## config.mk

```make
export PLATFORM = sky130hd
export DESIGN_NAME = led_fade_pwm
export DESIGN_NICKNAME = d
export VERILOG_FILES = /design/src/rtl/led_pkg.sv /design/src/rtl/led_pwm_chan.sv /design/src/rtl/led_fade_pwm.sv
export SDC_FILE = /design/constraint.sdc
export NUM_CORES = 1
export LEC_CHECK = 0
export CORE_ASPECT_RATIO = 1.25
export CORE_MARGIN = 3
export CORE_UTILIZATION = 58
export DETAILED_ROUTE_END_ITERATION = 10
export DONT_BUFFER_PORTS = 1
export PLACE_DENSITY = 0.76
export SLEW_MARGIN = 20
export SYNTH_ARGS = -nofsm -noshare
export SYNTH_HDL_FRONTEND = slang
export SYNTH_HIERARCHICAL = 1
export SYNTH_SLANG_ARGS = --single-unit
```

## constraint.sdc

```tcl
create_clock -name clk -period 2 [get_ports clk]
set_input_delay 0.2 -clock clk [delete_from_list [all_inputs] [get_ports clk]]
set_output_delay 0.2 -clock clk [all_outputs]
set_load 0.01 [all_outputs]
```

## src/rtl/led_pkg.sv

```systemverilog
// rtl/led_pkg.sv - shared default parameters for the LED fade PWM block
package led_pkg;

    localparam int LED_N         = 6;
    localparam int LED_PWM_BITS  = 8;
    localparam int LED_FADE_DIV  = 1000;
    localparam int LED_FADE_STEP = 8;

    localparam int LED_PRESC_BITS = 24;

endpackage

```

## src/rtl/led_pwm_chan.sv

```systemverilog
// rtl/led_pwm_chan.sv - one LED channel: brightness level, period-latched duty, PWM compare flop
module led_pwm_chan
    import led_pkg::*;
#(
    parameter int PWM_BITS  = LED_PWM_BITS,
    parameter int FADE_STEP = LED_FADE_STEP
) (
    input  logic                clk,
    input  logic                reset,
    input  logic                lit_i,
    input  logic [PWM_BITS-1:0] bright_max_i,
    input  logic                fade_tick_i,
    input  logic [PWM_BITS-1:0] cnt_i,
    input  logic                cnt_last_i,
    input  logic                en_i,
    output logic                led_o
);

    localparam logic [PWM_BITS-1:0] STEP = PWM_BITS'(FADE_STEP);

    logic [PWM_BITS-1:0] level_q, level_d;
    logic [PWM_BITS-1:0] duty_q, duty_d;
    logic                led_q, led_d;

    always_comb begin
        level_d = level_q;
        if (lit_i) begin
            level_d = bright_max_i;
        end else if (fade_tick_i) begin
            // Saturate at zero so a large step never wraps to full brightness.
            level_d = (level_q > STEP) ? (level_q - STEP) : '0;
        end
        duty_d = cnt_last_i ? level_q : duty_q;
        led_d  = en_i & (cnt_i < duty_q);
    end

    always_ff @(posedge clk) begin
        if (reset) begin
            level_q <= '0;
            duty_q  <= '0;
            led_q   <= 1'b0;
        end else begin
            level_q <= level_d;
            duty_q  <= duty_d;
            led_q   <= led_d;
        end
    end

    assign led_o = led_q;

endmodule

```

## src/rtl/led_fade_pwm.sv

```systemverilog
// rtl/led_fade_pwm.sv - N-channel LED PWM driver with timed brightness fade-out
module led_fade_pwm
    import led_pkg::*;
#(
    parameter int N         = LED_N,
    parameter int PWM_BITS  = LED_PWM_BITS,
    parameter int FADE_DIV  = LED_FADE_DIV,
    parameter int FADE_STEP = LED_FADE_STEP
) (
    input  logic                clk,
    input  logic                reset,
    input  logic [N-1:0]        led_in,
    input  logic [PWM_BITS-1:0] bright_max,
    input  logic                en,
    output logic [N-1:0]        led_out,
    output logic                pwm_wrap
);

    localparam logic [LED_PRESC_BITS-1:0] PRESC_LAST = LED_PRESC_BITS'(FADE_DIV - 1);

    logic [PWM_BITS-1:0]       cnt_q, cnt_d;
    logic [LED_PRESC_BITS-1:0] presc_q, presc_d;
    logic                      wrap_q, wrap_d;
    logic                      fade_tick;
    logic                      cnt_last;

    always_comb begin
        cnt_last  = (cnt_q == {PWM_BITS{1'b1}});
        fade_tick = (presc_q == PRESC_LAST);
        cnt_d     = cnt_q + 1'b1;
        presc_d   = fade_tick ? '0 : (presc_q + 1'b1);
        wrap_d    = cnt_last;
    end

    always_ff @(posedge clk) begin
        if (reset) begin
            cnt_q   <= '0;
            presc_q <= '0;
            wrap_q  <= 1'b0;
        end else begin
            cnt_q   <= cnt_d;
            presc_q <= presc_d;
            wrap_q  <= wrap_d;
        end
    end

    assign pwm_wrap = wrap_q;

    // All channels share one counter and one fade tick so they stay phase-aligned.
    for (genvar i = 0; i < N; i++) begin : g_chan
        led_pwm_chan #(
            .PWM_BITS  (PWM_BITS),
            .FADE_STEP (FADE_STEP)
        ) u_chan (
            .clk          (clk),
            .reset        (reset),
            .lit_i        (led_in[i]),
            .bright_max_i (bright_max),
            .fade_tick_i  (fade_tick),
            .cnt_i        (cnt_q),
            .cnt_last_i   (cnt_last),
            .en_i         (en),
            .led_o        (led_out[i])
        );
    end

endmodule

```

Word level (Yosys, flattened, before mapping). Index checks and enable logic that the tools add are counted.

Input bits: 17. Output and inout bits: 7. Latch bits: 0. Register bits: 135. ROM bits: 0. Memories kept: 0. RAM bits: 0.

Div/mod/pow operators: 0. Eq/ne operators: 2. Reductions and logical operators: 7. Bitwise gates (word level): 6. Add/subtract/negate cells: 8. Multiply operators: 0. Shift-type cells: 0. Order comparisons: 12. Mux-type cells: 18.

Operators by type and width (count): two-way mux 8 bit (18); > comparator 8 x 4 -> 1 bit, second input constant (6); < comparator 8 bit (6); subtractor 8 x 4 -> 8 bit, second input constant (6); adder 24 x 1 -> 24 bit, second input constant (1); == test 24 x 10 -> 1 bit, second input constant (1); nonzero test 2 bit (6); adder 8 x 1 -> 8 bit, second input constant (1); == test 8 bit, second input constant (1); bitwise AND 1 bit (6); OR reduction 2 bit (1).

Logic depth before layout (Yosys ltp).
Word-level depth: 4. Gate-level depth with buffers: 8.

Hierarchy. Netlist, hierarchy kept.

By module, submodules not included: led_pwm_chan (times used 6, area each 903.4 µm², cells each 101); led_fade_pwm (times used 1, area each 1451.4 µm², cells each 167).

Worst setup path after synthesis. No wires, ideal clock.

Path type: register to register. Start point: register presc_q[5]. End point: register g_chan[0].u_chan.level_q[4]. Cell stages (with the launch flop): 9. Clock period less this slack: 2.153 ns. Slack: -0.153 ns. Setup time: 0.065 ns. Data required time: 1.935 ns. Arrival time: 2.087 ns. Path buffers: 1. Cells stage by stage: dfxtp_1 -> nor4b_1 -> nand4_1 -> nor4_1 -> clkbuf_2 -> nand2b_1 -> a21oi_1 -> a221oi_1 -> nor2_1.

Cells in the longest elaborated chain, start to end: 2.

RTL lines: start, declared (line led_fade_pwm.sv:22) `logic [LED_PRESC_BITS-1:0] presc_q, presc_d;`; start signal, assigned (line led_fade_pwm.sv:42) `presc_q <= presc_d;`; == test 24 x 10 -> 1 bit (line led_fade_pwm.sv:29) `fade_tick = (presc_q == PRESC_LAST);`; via fade_tick (line led_fade_pwm.sv:24) `logic fade_tick;`; nonzero test 2 bit (no line); end signal, assigned (line led_pwm_chan.sv:43) `level_q <= level_d;`; end, declared (line led_pwm_chan.sv:21) `logic [PWM_BITS-1:0] level_q, level_d;`.

The timed path passes the listed nets, and every way through them passes these cells. A chain may end at the register's enable or synchronous reset.

Worst setup path after layout.
Start point: register presc_q[22]. End point: register g_chan[4].u_chan.level_q[7].

Cells in the longest elaborated chain, start to end: 2.

RTL lines (line): == test 24 x 10 -> 1 bit (led_fade_pwm.sv:29); via fade_tick (led_fade_pwm.sv:24); nonzero test 2 bit (no line); end signal, assigned (led_pwm_chan.sv:43); end, declared (led_pwm_chan.sv:21).

The timed path passes the listed nets, and every way through them passes these cells.

==> results.md <==
- The clock period minus worst slack is 2040 ps.
- Once layout is complete, the cells apart from fillers number 993.
- The wire-length estimate of the detail-placed layout is 11000 microns.
- The number of filler instances in the final layout is 732.
- The detail route stage leaves a number of antenna-violating nets equal to 0.
- The number of design rule violations left after detail routing is 0.
- Summed over all nets, the switching power comes to 1.56 mW.
- The fraction of the mapped netlist area in compound gates is 0.123.
- The first-pass GRT wire length is 28900 microns.
- The total global-route track usage is 0.284.
- The H-tree was split into 4 levels.
- For the pin with the worst max-slew slack, the measured transition is 728 ps.
- Compared with the post-synthesis result, the final layout area differs by 24.2%.
- For this run, the post-layout net count is 889.
- Clock-pin slew was measured on the worst setup and hold paths at 60 ps.
- The endpoint arrival time on the critical path is 2350 ps.
- The initial DRC count is 443.
- In the final layout, the share of cells above drive strength 1 is 0.168.
- Counting tap cells, the placed design contains a total of 933 instances.
- The maximum net fanout on the critical path is 7.
- The effective utilization at floorplan is 0.605.
- Once layout is complete, the utilization of the core stands at 0.752.
- After detailed routing, the total wire length is 19800 microns.
- Of the total power, the clock network draws 0.499.
- The synthesized instance count is 773.
- Measured along the x axis, the die boundary spans 103 microns.
- After synthesis, the share of cell area in mux cells is 0.0787.
- The maximum buffer depth of the clock tree is 2.
- The internal portion of the total power is 5.21 mW.
- The relative contribution of combinational cells to total power is 0.079.
- For the final database, setup skew stands at 12.4 ps.
- The number of cell rows is 43.
- The required time of the critical path is 2310 ps.
- The path type of the worst min-delay path is in -> reg.
- The run finished, with violations left.
- Entering global routing, the biggest net connects 98 pins.
- On the final layout, the worst hold slack is 9.38 ps.
- The reported max-cap violation count is 0.
- The congestion estimate from routability-driven global placement came to 0.874.
- The number of hold violations in the final report is 0.
- TritonCTS built the clock tree.
- The clock root buffer is sky130_fd_sc_hd__clkbuf_16.
- The critical setup path kind is reg -> reg.
- The maximum ir drop on the vdd rail is 0.641 mV.
- 24 I/O pins were placed.
- In the routed layout, each cell is associated on average with a via count of 6.14.
- The parity-gate share of the synthesized area counting xor and xnor cells is 0.0472.
- The distinct cell type count after synthesis is 36.
- The routed wire length per instance is 20.0 microns.
- The clock net in this run drives a total of 135 sinks.
- Of the total power, registers draw 0.422.
- Clock tree synthesis inserted a total of 17 buffers.
- The floorplan step defined a die boundary enclosing 13200 sq um.
- Measured against its own limit, the worst slew margin works out to 0.513.
- In this run the cell area of the synthesized design comes to 6870 sq um.
- The final design instance area without fill is 8540 sq um.
- Counting flops and latches in the post-synthesis netlist gives 135.
- The main combinational cell family by area after synthesis is simple AND/OR/NAND/NOR gates.
- The post-placement cell area is 7250 sq um.
- The reported leakage power is 3.17 nW.
- Of all flip-flops after synthesis, the portion carrying an async set or reset was 0.
- The final number of max-transition violations was 0.
- The final worst setup slack is -45.0 ps.
- The number of vias after detailed routing is 6100.
- The simple-gate share of the synthesized area is 0.199.
- Setup repair after global routing could not meet its margin everywhere.
- The switching share of power is 0.231.
- The library cells used most frequently in the layout, excluding fill and tap cells, are sky130_fd_sc_hd__dfxtp_1, sky130_fd_sc_hd__nor2_1, sky130_fd_sc_hd__inv_1.
- The post-route fraction of the period consumed by the critical path is 1.02.
- For this design the ratio of total power to cell area is 793 nW/um^2.
- The remaining global-route overflow is 0.
- Counting flops with a built-in enable in the synthesized netlist gives 0.
- The share of synthesized area occupied by flip-flops and latches is 0.393.
- Based on the critical path, the design can be clocked at up to 489 MHz.
- The most common cell after layout, fill and taps aside is sky130_fd_sc_hd__dfxtp_1.
- The number of nets handed over by synthesis was 841.
- Averaged over all synthesized cells, the footprint is 8.89 sq um.
- The type of destination of the critical path is a register.
- The count of TritonRoute iterations in the first routing pass is 5.
- The count of buffers added on input and output ports is 0.
- Setup violations remaining at the end of the flow were counted as 4.
- The startpoint type of the worst setup path is a register.
- The summed negative setup slack over all endpoints is -129 ps.
- The checks that failed: setup timing.
- The via count of the first global-routing pass is 5917.
- The clock latency on the worst-skew pair is 430 ps.
- Yosys printed 6 warnings.
- The main flop type after synthesis is sky130_fd_sc_hd__dfxtp_1.
- Of the total synthesized cell area, the portion taken by full adders, half adders and majority gates is 0.0929.
- The total area inside the core boundary comes to 11400 sq um.
- The initial antenna violation count is 2.
- The overall die height is 128 microns.
state kept, by name, indices dropped and copies added (netlist names):
register,count
cnt_q,8
pwm_wrap,1
presc_q,24
g_chan.u_chan/duty_q,48
g_chan.u_chan/led_o,6
g_chan.u_chan/level_q,48
path summary, 6_finish.rpt:
path	from	to	slack, ps	cells past startpoint
min	bright_max[2]	g_chan[1].u_chan/level_q[2]	9	2
min reg2reg	presc_q[0]	presc_q[0]	450	1
max	presc_q[22]	g_chan[4].u_chan/level_q[7]	-40	9
max reg2reg	presc_q[22]	g_chan[4].u_chan/level_q[7]	-40	9
through the flow:
| step | worst slack (ps) | power, mW |
|---|---|---|
| global route | -142 | 6.97 |
| detailed placement | -142 | 3.28 |
| finish | -45.0 | 6.77 |
| CTS | 6.71 | 6.73 |
| global placement | -16.0 | 3.25 |
| floorplan | 39.3 | 3.22 |
final cells by class:
| type | instances | area [sq um] | share of cell area |
|---|---|---|---|
| Clock buffer | 24 | 492 | 0.0576 |
| Timing Repair Buffer | 63 | 676 | 0.0792 |
| Clock inverter | 8 | 143 | 0.0167 |
| Inverter | 80 | 300 | 0.0352 |
| Sequential cell | 135 | 2710 | 0.317 |
| Multi-Input combinational cell | 524 | 4020 | 0.470 |
| Tap cell | 157 | 196 | 0.0230 |
| Antenna cell | 2 | 5.00 | 0.000586 |
power groups by stage:
stage,registers [mW],clock network [mW],logic [mW]
floorplan,2.89,0,0.333
global placement,2.91,0,0.347
detailed placement,2.91,0,0.367
CTS,2.85,3.40,0.478
global route,2.87,3.53,0.572
finish,2.86,3.38,0.534
metal layers:
layer	routed length (microns)	GRT usage
met5	0	0
met4	1080	0.152
met3	1570	0.0686
met2	9800	0.477
met1	7390	0.327
synth_stat cells (all sizes together) (2+ instances only):
master / n / area, sq um
nor3: 21 / 105
o31ai: 7 / 52.6
mux2i: 54 / 541
nand4: 8 / 65.1
nand2b: 12 / 75.1
and3: 2 / 12.5
a2111oi: 6 / 52.6
or3b: 6 / 52.6
nor4: 12 / 113
xor2: 23 / 201
or3: 10 / 62.6
or4: 3 / 22.5
and2: 8 / 50.1
clkbuf: 21 / 86.3
dfxtp: 135 / 2700
nand2: 27 / 101
buf: 13 / 65.1
o21ai: 19 / 95.1
a311oi: 6 / 52.6
a21oi: 27 / 135
xnor2: 14 / 123
nor2: 122 / 458
nand3: 9 / 45.0
a221oi: 36 / 315
nor3b: 24 / 180
ha: 51 / 638
inv: 80 / 300
a32o: 12 / 120
cell families after synthesis:
| group | after synthesis |
|---|---|
| AOI/OAI and AO/OA | 115 |
| xor gates and xnor gates | 37 |
| adders and majority gates | 51 |
| buffers and inverters | 114 |
| DFF | 135 |
| muxes | 54 |
| and+or+nand+nor | 267 |
repair_timing:
item / CTS / global route
buffers inserted: 1 / 3
pin swaps: 2 / 13
hold endpoints to repair: 111 / 0
cloned: 1 / 3
hold buffers: 18 / 0
resized for setup: 10 / 55
endpoints found under the setup margin: 34 / 65
worst max-delay path, stage by stage, from the launching register on:
cell and delay, ps:
sky130_fd_sc_hd__dfxtp_1 320, sky130_fd_sc_hd__nor4_2 310, sky130_fd_sc_hd__nand4_1 230, sky130_fd_sc_hd__nor4_4 190
sky130_fd_sc_hd__buf_6 170, sky130_fd_sc_hd__buf_12 140, sky130_fd_sc_hd__buf_4 140, sky130_fd_sc_hd__nor3b_1 50
sky130_fd_sc_hd__a221oi_1 300, sky130_fd_sc_hd__nor2_1 60
Note: power is estimated with default switching activity, not from simulation.
